--- config.mk ---
export PLATFORM = sky130hd
export DESIGN_NAME = ghost_dir_scheduler
export DESIGN_NICKNAME = d
export VERILOG_FILES = /design/src/rtl/ghost_dir_scheduler.sv
export SDC_FILE = /design/constraint.sdc
export NUM_CORES = 1
export LEC_CHECK = 0
export CORE_UTILIZATION = 47
export CTS_CLUSTER_DIAMETER = 60
export DETAILED_ROUTE_END_ITERATION = 12
export PLACE_DENSITY = 0.78
export SKIP_CTS_REPAIR_TIMING = 1
export SLEW_MARGIN = 5
export SYNTH_ARGS = -nofsm -noshare
export SYNTH_HDL_FRONTEND = slang
export SYNTH_SLANG_ARGS = --single-unit
--- constraint.sdc ---
create_clock -name clk -period 2.45 [get_ports clk]
set_input_delay 0.49 -clock clk [delete_from_list [all_inputs] [get_ports clk]]
set_output_delay 0.49 -clock clk [all_outputs]
set_load 0.01 [all_outputs]
--- src/rtl/ghost_dir_scheduler.sv ---
// Round-robin scheduler that lends one shared 5-bit LFSR to N ghost AIs for legal turn picks.
// Optional grant/fallback counters: define GHOST_DIR_SCHEDULER_STATS_EN.
module ghost_dir_scheduler #(
  parameter int N         = 4,
  parameter int MAX_TRIES = 4
) (
  input  logic           clk,
  input  logic           reset,
  input  logic [N-1:0]   req,
  input  logic [4*N-1:0] allow,
  input  logic [4:0]     rnd,
  output logic           rng_seed_load,
  output logic [N-1:0]   ack,
  output logic [1:0]     dir,
  output logic           no_move,
  output logic           busy
`ifdef GHOST_DIR_SCHEDULER_STATS_EN
  ,
  output logic [15:0]    stat_grants,
  output logic [15:0]    stat_fallbacks
`endif
);

  localparam int IDX_W = (N > 1) ? $clog2(N) : 1;
  localparam logic [3:0] LAST_TRY = 4'(MAX_TRIES - 1);

  typedef enum logic [1:0] {IDLE, SEED, DRAW, DONE} state_t;

  state_t           state_reg, state_next;
  logic [IDX_W-1:0] rr_reg, rr_next;
  logic [IDX_W-1:0] winner_reg, winner_next;
  logic [3:0]       mask_reg, mask_next;
  logic [3:0]       tries_reg, tries_next;
  logic             seeded_reg, seeded_next;
  logic [N-1:0]     ack_reg, ack_next;
  logic [1:0]       dir_reg, dir_next;
  logic             no_move_reg, no_move_next;

  logic [IDX_W-1:0] pick_idx;
  logic             pick_found;
  logic [1:0]       cand;
  logic             rnd_unused;

  assign cand       = rnd[1:0];
  assign rnd_unused = ^rnd[4:2];

  function automatic logic [IDX_W-1:0] wrap_add(input logic [IDX_W-1:0] a, input int b);
    int s;
    s = int'(a) + b;
    if (s >= N) s = s - N;
    return IDX_W'(s);
  endfunction

  function automatic logic [1:0] lowest_dir(input logic [3:0] m);
    logic [1:0] d;
    d = 2'd0;
    for (int i = 3; i >= 0; i--) begin
      if (m[i]) d = 2'(i);
    end
    return d;
  endfunction

  // Scan starting at the round-robin pointer so the most recently served ghost goes last.
  always_comb begin
    pick_found = 1'b0;
    pick_idx   = '0;
    for (int k = 0; k < N; k++) begin
      if (!pick_found && req[wrap_add(rr_reg, k)]) begin
        pick_found = 1'b1;
        pick_idx   = wrap_add(rr_reg, k);
      end
    end
  end

  always_comb begin
    state_next   = state_reg;
    rr_next      = rr_reg;
    winner_next  = winner_reg;
    mask_next    = mask_reg;
    tries_next   = tries_reg;
    seeded_next  = seeded_reg;
    ack_next     = ack_reg;
    dir_next     = dir_reg;
    no_move_next = no_move_reg;

    case (state_reg)
      IDLE: begin
        if (pick_found) begin
          winner_next = pick_idx;
          mask_next   = allow[{pick_idx, 2'b00} +: 4];
          tries_next  = 4'd0;
          state_next  = seeded_reg ? DRAW : SEED;
        end
      end
      SEED: begin
        seeded_next = 1'b1;
        state_next  = DRAW;
      end
      DRAW: begin
        if (!req[winner_reg]) begin
          state_next = IDLE;
        end else if (mask_reg == 4'b0000) begin
          dir_next              = 2'd0;
          no_move_next          = 1'b1;
          ack_next              = '0;
          ack_next[winner_reg]  = 1'b1;
          state_next            = DONE;
        end else if (mask_reg[cand]) begin
          dir_next              = cand;
          ack_next              = '0;
          ack_next[winner_reg]  = 1'b1;
          state_next            = DONE;
        end else if (tries_reg == LAST_TRY) begin
          dir_next              = lowest_dir(mask_reg);
          ack_next              = '0;
          ack_next[winner_reg]  = 1'b1;
          state_next            = DONE;
        end else begin
          tries_next = tries_reg + 4'd1;
        end
      end
      DONE: begin
        ack_next     = '0;
        dir_next     = 2'd0;
        no_move_next = 1'b0;
        rr_next      = wrap_add(winner_reg, 1);
        state_next   = IDLE;
      end
      default: state_next = IDLE;
    endcase
  end

  always_ff @(posedge clk or posedge reset) begin
    if (reset) begin
      state_reg   <= IDLE;
      rr_reg      <= '0;
      winner_reg  <= '0;
      mask_reg    <= 4'd0;
      tries_reg   <= 4'd0;
      seeded_reg  <= 1'b0;
      ack_reg     <= '0;
      dir_reg     <= 2'd0;
      no_move_reg <= 1'b0;
    end else begin
      state_reg   <= state_next;
      rr_reg      <= rr_next;
      winner_reg  <= winner_next;
      mask_reg    <= mask_next;
      tries_reg   <= tries_next;
      seeded_reg  <= seeded_next;
      ack_reg     <= ack_next;
      dir_reg     <= dir_next;
      no_move_reg <= no_move_next;
    end
  end

  assign rng_seed_load = (state_reg == SEED);
  assign busy          = (state_reg != IDLE);
  assign ack           = ack_reg;
  assign dir           = dir_reg;
  assign no_move       = no_move_reg;

`ifdef GHOST_DIR_SCHEDULER_STATS_EN
  logic        fallback_reg;
  logic [15:0] grants_reg, fallbacks_reg;

  // Remember how DRAW exited so the DONE cycle knows whether it was a fallback.
  always_ff @(posedge clk or posedge reset) begin
    if (reset) begin
      fallback_reg  <= 1'b0;
      grants_reg    <= 16'd0;
      fallbacks_reg <= 16'd0;
    end else begin
      if (state_reg == DRAW)
        fallback_reg <= (mask_reg == 4'b0000) || (!mask_reg[cand] && (tries_reg == LAST_TRY));
      if (state_reg == DONE) begin
        if (grants_reg != 16'hFFFF) grants_reg <= grants_reg + 16'd1;
        if (fallback_reg && (fallbacks_reg != 16'hFFFF)) fallbacks_reg <= fallbacks_reg + 16'd1;
      end
    end
  end

  assign stat_grants    = grants_reg;
  assign stat_fallbacks = fallbacks_reg;
`endif

endmodule
==> impl_metrics.yaml <==
logic_synthesis:
  ys_warn_count: 0
  muxShareOfSynthArea: 0.1284
  synth_top_family_by_area: "compound AO/OA/AOI/OAI gates"
  synth_xor_xnor_area_share: 0
  yosysSeqAreaShare: 0.4215
  yosys.area_share.adder: 0.04789
  syn-instance-count: 133
  synthDistinctLibCells: 31
  syn-num-nets: 165
  ys_ff_latch: 22
  synth_compound_area_frac: 0.2213
  synth_area_per_cell_um2: 9.821
  synth_area_um2: 1306
  synth_simple_gate_area_share: 0.1552
timing:
  tns_ns: 0
  fin_crit_sh: 0.8649
  report.final.slew_viol_count: 0
  fmax_mhz: 471.9
  rsz0062_at_grt: "false"
  worstMarginPinSlew_ns: 0.5848
  period_needed_ns: 2.119
  skew_ns: 0.001156
  finalHoldViolCount: 0
  setup_viol: 0
  slew-limit-headroom: 0.6101
setup_path:
  r2r_setup_slack_ns: 0.61
  worst-path-max-fanout: 4
  critical_path_buf_inv_count: 1
  critPathTopFamily: "multiplexers"
  cpMaxStageDelayCell: "mux4_2"
  crit_required_ns: 2.65
  critPathLaunchType: "input pin"
  cp-end-kind: "register"
  cp_data_arrival_time_ns: 2.32
  critPathKind: "input pin to register"
  slowest_delay_ns: 0.54
  cp_cell_sequence: "clkdlybuf4s50_1 -> mux4_2 -> or3_4 -> nor2_4 -> nand4_1 -> mux2i_1"
floorplanning:
  dieArea_um2: 2994
  initial_core_util: 0.5133
  die_w_um: 54.72
  rows: 18
  die_y_um: 54.72
  core-area_um2: 2545
  pin_count: 36
finish:
  nets: 208
  num_antenna_cells: 0
  multi_input_area_um2: 721.9
  drive_above_1_share: 0.1207
  area.growth.synth_to_final_pct: 33.14
  stdcell_area_um2: 1739
  nFillCells: 210
  final_util: 0.6834
  area.sequential_um2: 550.5
detailed_routing:
  vias: 1157
  drt_first_iter_violations: 21
  wl_per_cell_um: 14.09
  drt_first_pass_iters: 4
  ant_nets: 0
  drt-total-wl_um: 2875
  drc: 0
  viasPerCell: 5.672
min_path:
  hold_path.class: "register to register"
power_and_ir_drop:
  peakVddDrop_v: 0.0006964
  leakagePower_nw: 0.7700
  powerDensity_nw_per_um2: 1053
clock_network:
  cts_sinks: 22
  clk_pin_slew_worst_paths_ns: 0.12
  cts-htree-levels: 1
  cts_buffers: 3
  ctsRootBufferMaster: "clkbuf_4"
  cts_tree: "yes"
  clockBufferDepth: 2
  clock_latency_ns: 0.30
run_status:
  status: "finished clean"
global_route:
  grt_start_max_net_pins: 23
  grt_use_total: 0.2165
  grt_pass1_vias: 1117
  grt_pass1_wl_um: 4719
  overflow: 0
  antenna_found_initial: 0
placed_design:
  gp_congestion: 0.7974
  port-buffer-count: 32
  place_area_um2: 1717
  hpwl_um: 2310
flow_run:
  cap_violations: 0
-- synth_stat cells (all sizes together) --
| master | count | area (um2) |
|---|---|---|
| dfrtp | 22 | 550.5 |
| nand2 | 19 | 71.32 |
| nor2 | 11 | 48.80 |
| mux2i | 10 | 100.1 |
| o21ai | 9 | 45.04 |
| a21oi | 7 | 35.03 |
| inv | 7 | 26.28 |
| o2bb2ai | 6 | 52.55 |
| ha | 5 | 62.56 |
| nor2b | 5 | 31.28 |
| o221ai | 5 | 50.04 |
| a22oi | 3 | 22.52 |
| a21boi | 2 | 15.01 |
| a31oi | 2 | 12.51 |
| clkbuf | 2 | 7.510 |
| mux2 | 2 | 22.52 |
| mux4 | 2 | 45.04 |
| o22ai | 2 | 12.51 |
| or2 | 2 | 12.51 |
| a21o | 1 | 7.510 |
| nand3b | 1 | 7.510 |
| nand4 | 1 | 6.260 |
| nor3b | 1 | 7.510 |
| nor4 | 1 | 6.260 |
| o2111ai | 1 | 8.760 |
| o211ai | 1 | 7.510 |
| o21a | 1 | 7.510 |
| o31ai | 1 | 12.51 |
| or3 | 1 | 11.26 |
-- worst paths after layout --
path,start,end,cells after the start
worst max-delay path,rnd[0],tries_reg[3],6
worst min-delay path,seeded_reg,state_reg[0],1
worst max register to register,mask_reg[0],tries_reg[3],5
worst min register to register,seeded_reg,state_reg[0],1
max in group asynchronous,reset,ack[3],3
min in group asynchronous,reset,dir[1],3
-- routing by layer --
layer,wire length [um],up-vias,global-route usage,part of all wire
met5,0,-,0,0
met4,24,0,0.08974,0.0083
met3,110,4,0.03889,0.038
met2,1434,29,0.3755,0.50
met1,1305,548,0.2590,0.45
li1,-,576,-,-
-- layout by cell type (no fill, tap or decap), types with 4 or more instances in the layout --
master,instances
nand2_1,19
dfrtp_1,22
o221ai_1,4
clkdlybuf4s50_1,32
inv_1,7
ha_1,5
mux2i_1,10
buf_4,8
nor2_1,10
a21oi_1,7
o2bb2ai_1,6
o21ai_0,9
nor2b_1,5
-- stage by stage --
step	instances	worst slack (ns)	power, mW	hold WS (ns)
after floorplan	133	0.6108	1.289	0.4327
final	204	0.3309	1.831	0.4932
after global routing	204	0.2505	1.990	0.5240
after CTS	204	0.3228	1.834	0.4996
after global placement	201	0.03491	1.632	0.4653
after detailed placement	201	0.001555	1.676	0.4777
-- logic make-up (layout without fill, tap and decap cells) --
kind of cell	count (synthesis)	after routing
AOI/OAI and AO/OA	41	41
buffers and inverters	9	50
and+or+nand+nor	42	42
DFF	22	22
adders and majority gates	5	5
muxes	14	14
-- layout make-up --
class	count	share of cell area
timing repair buffer	40	0.2187
sequential	22	0.3165
multi-input combinational	102	0.4151
tap	30	0.02158
inverter	7	0.01511
clock buffer	3	0.01295
-- power breakdown --
part	switching (mW)	leakage [nW]	internal, mW	total [mW]
Clock	0.107	0.0138	0.0573	0.164
Sequential	0.179	0.276	0.508	0.687
Combinational	0.473	0.480	0.507	0.980
Note: power is estimated with default switching activity, not from simulation.
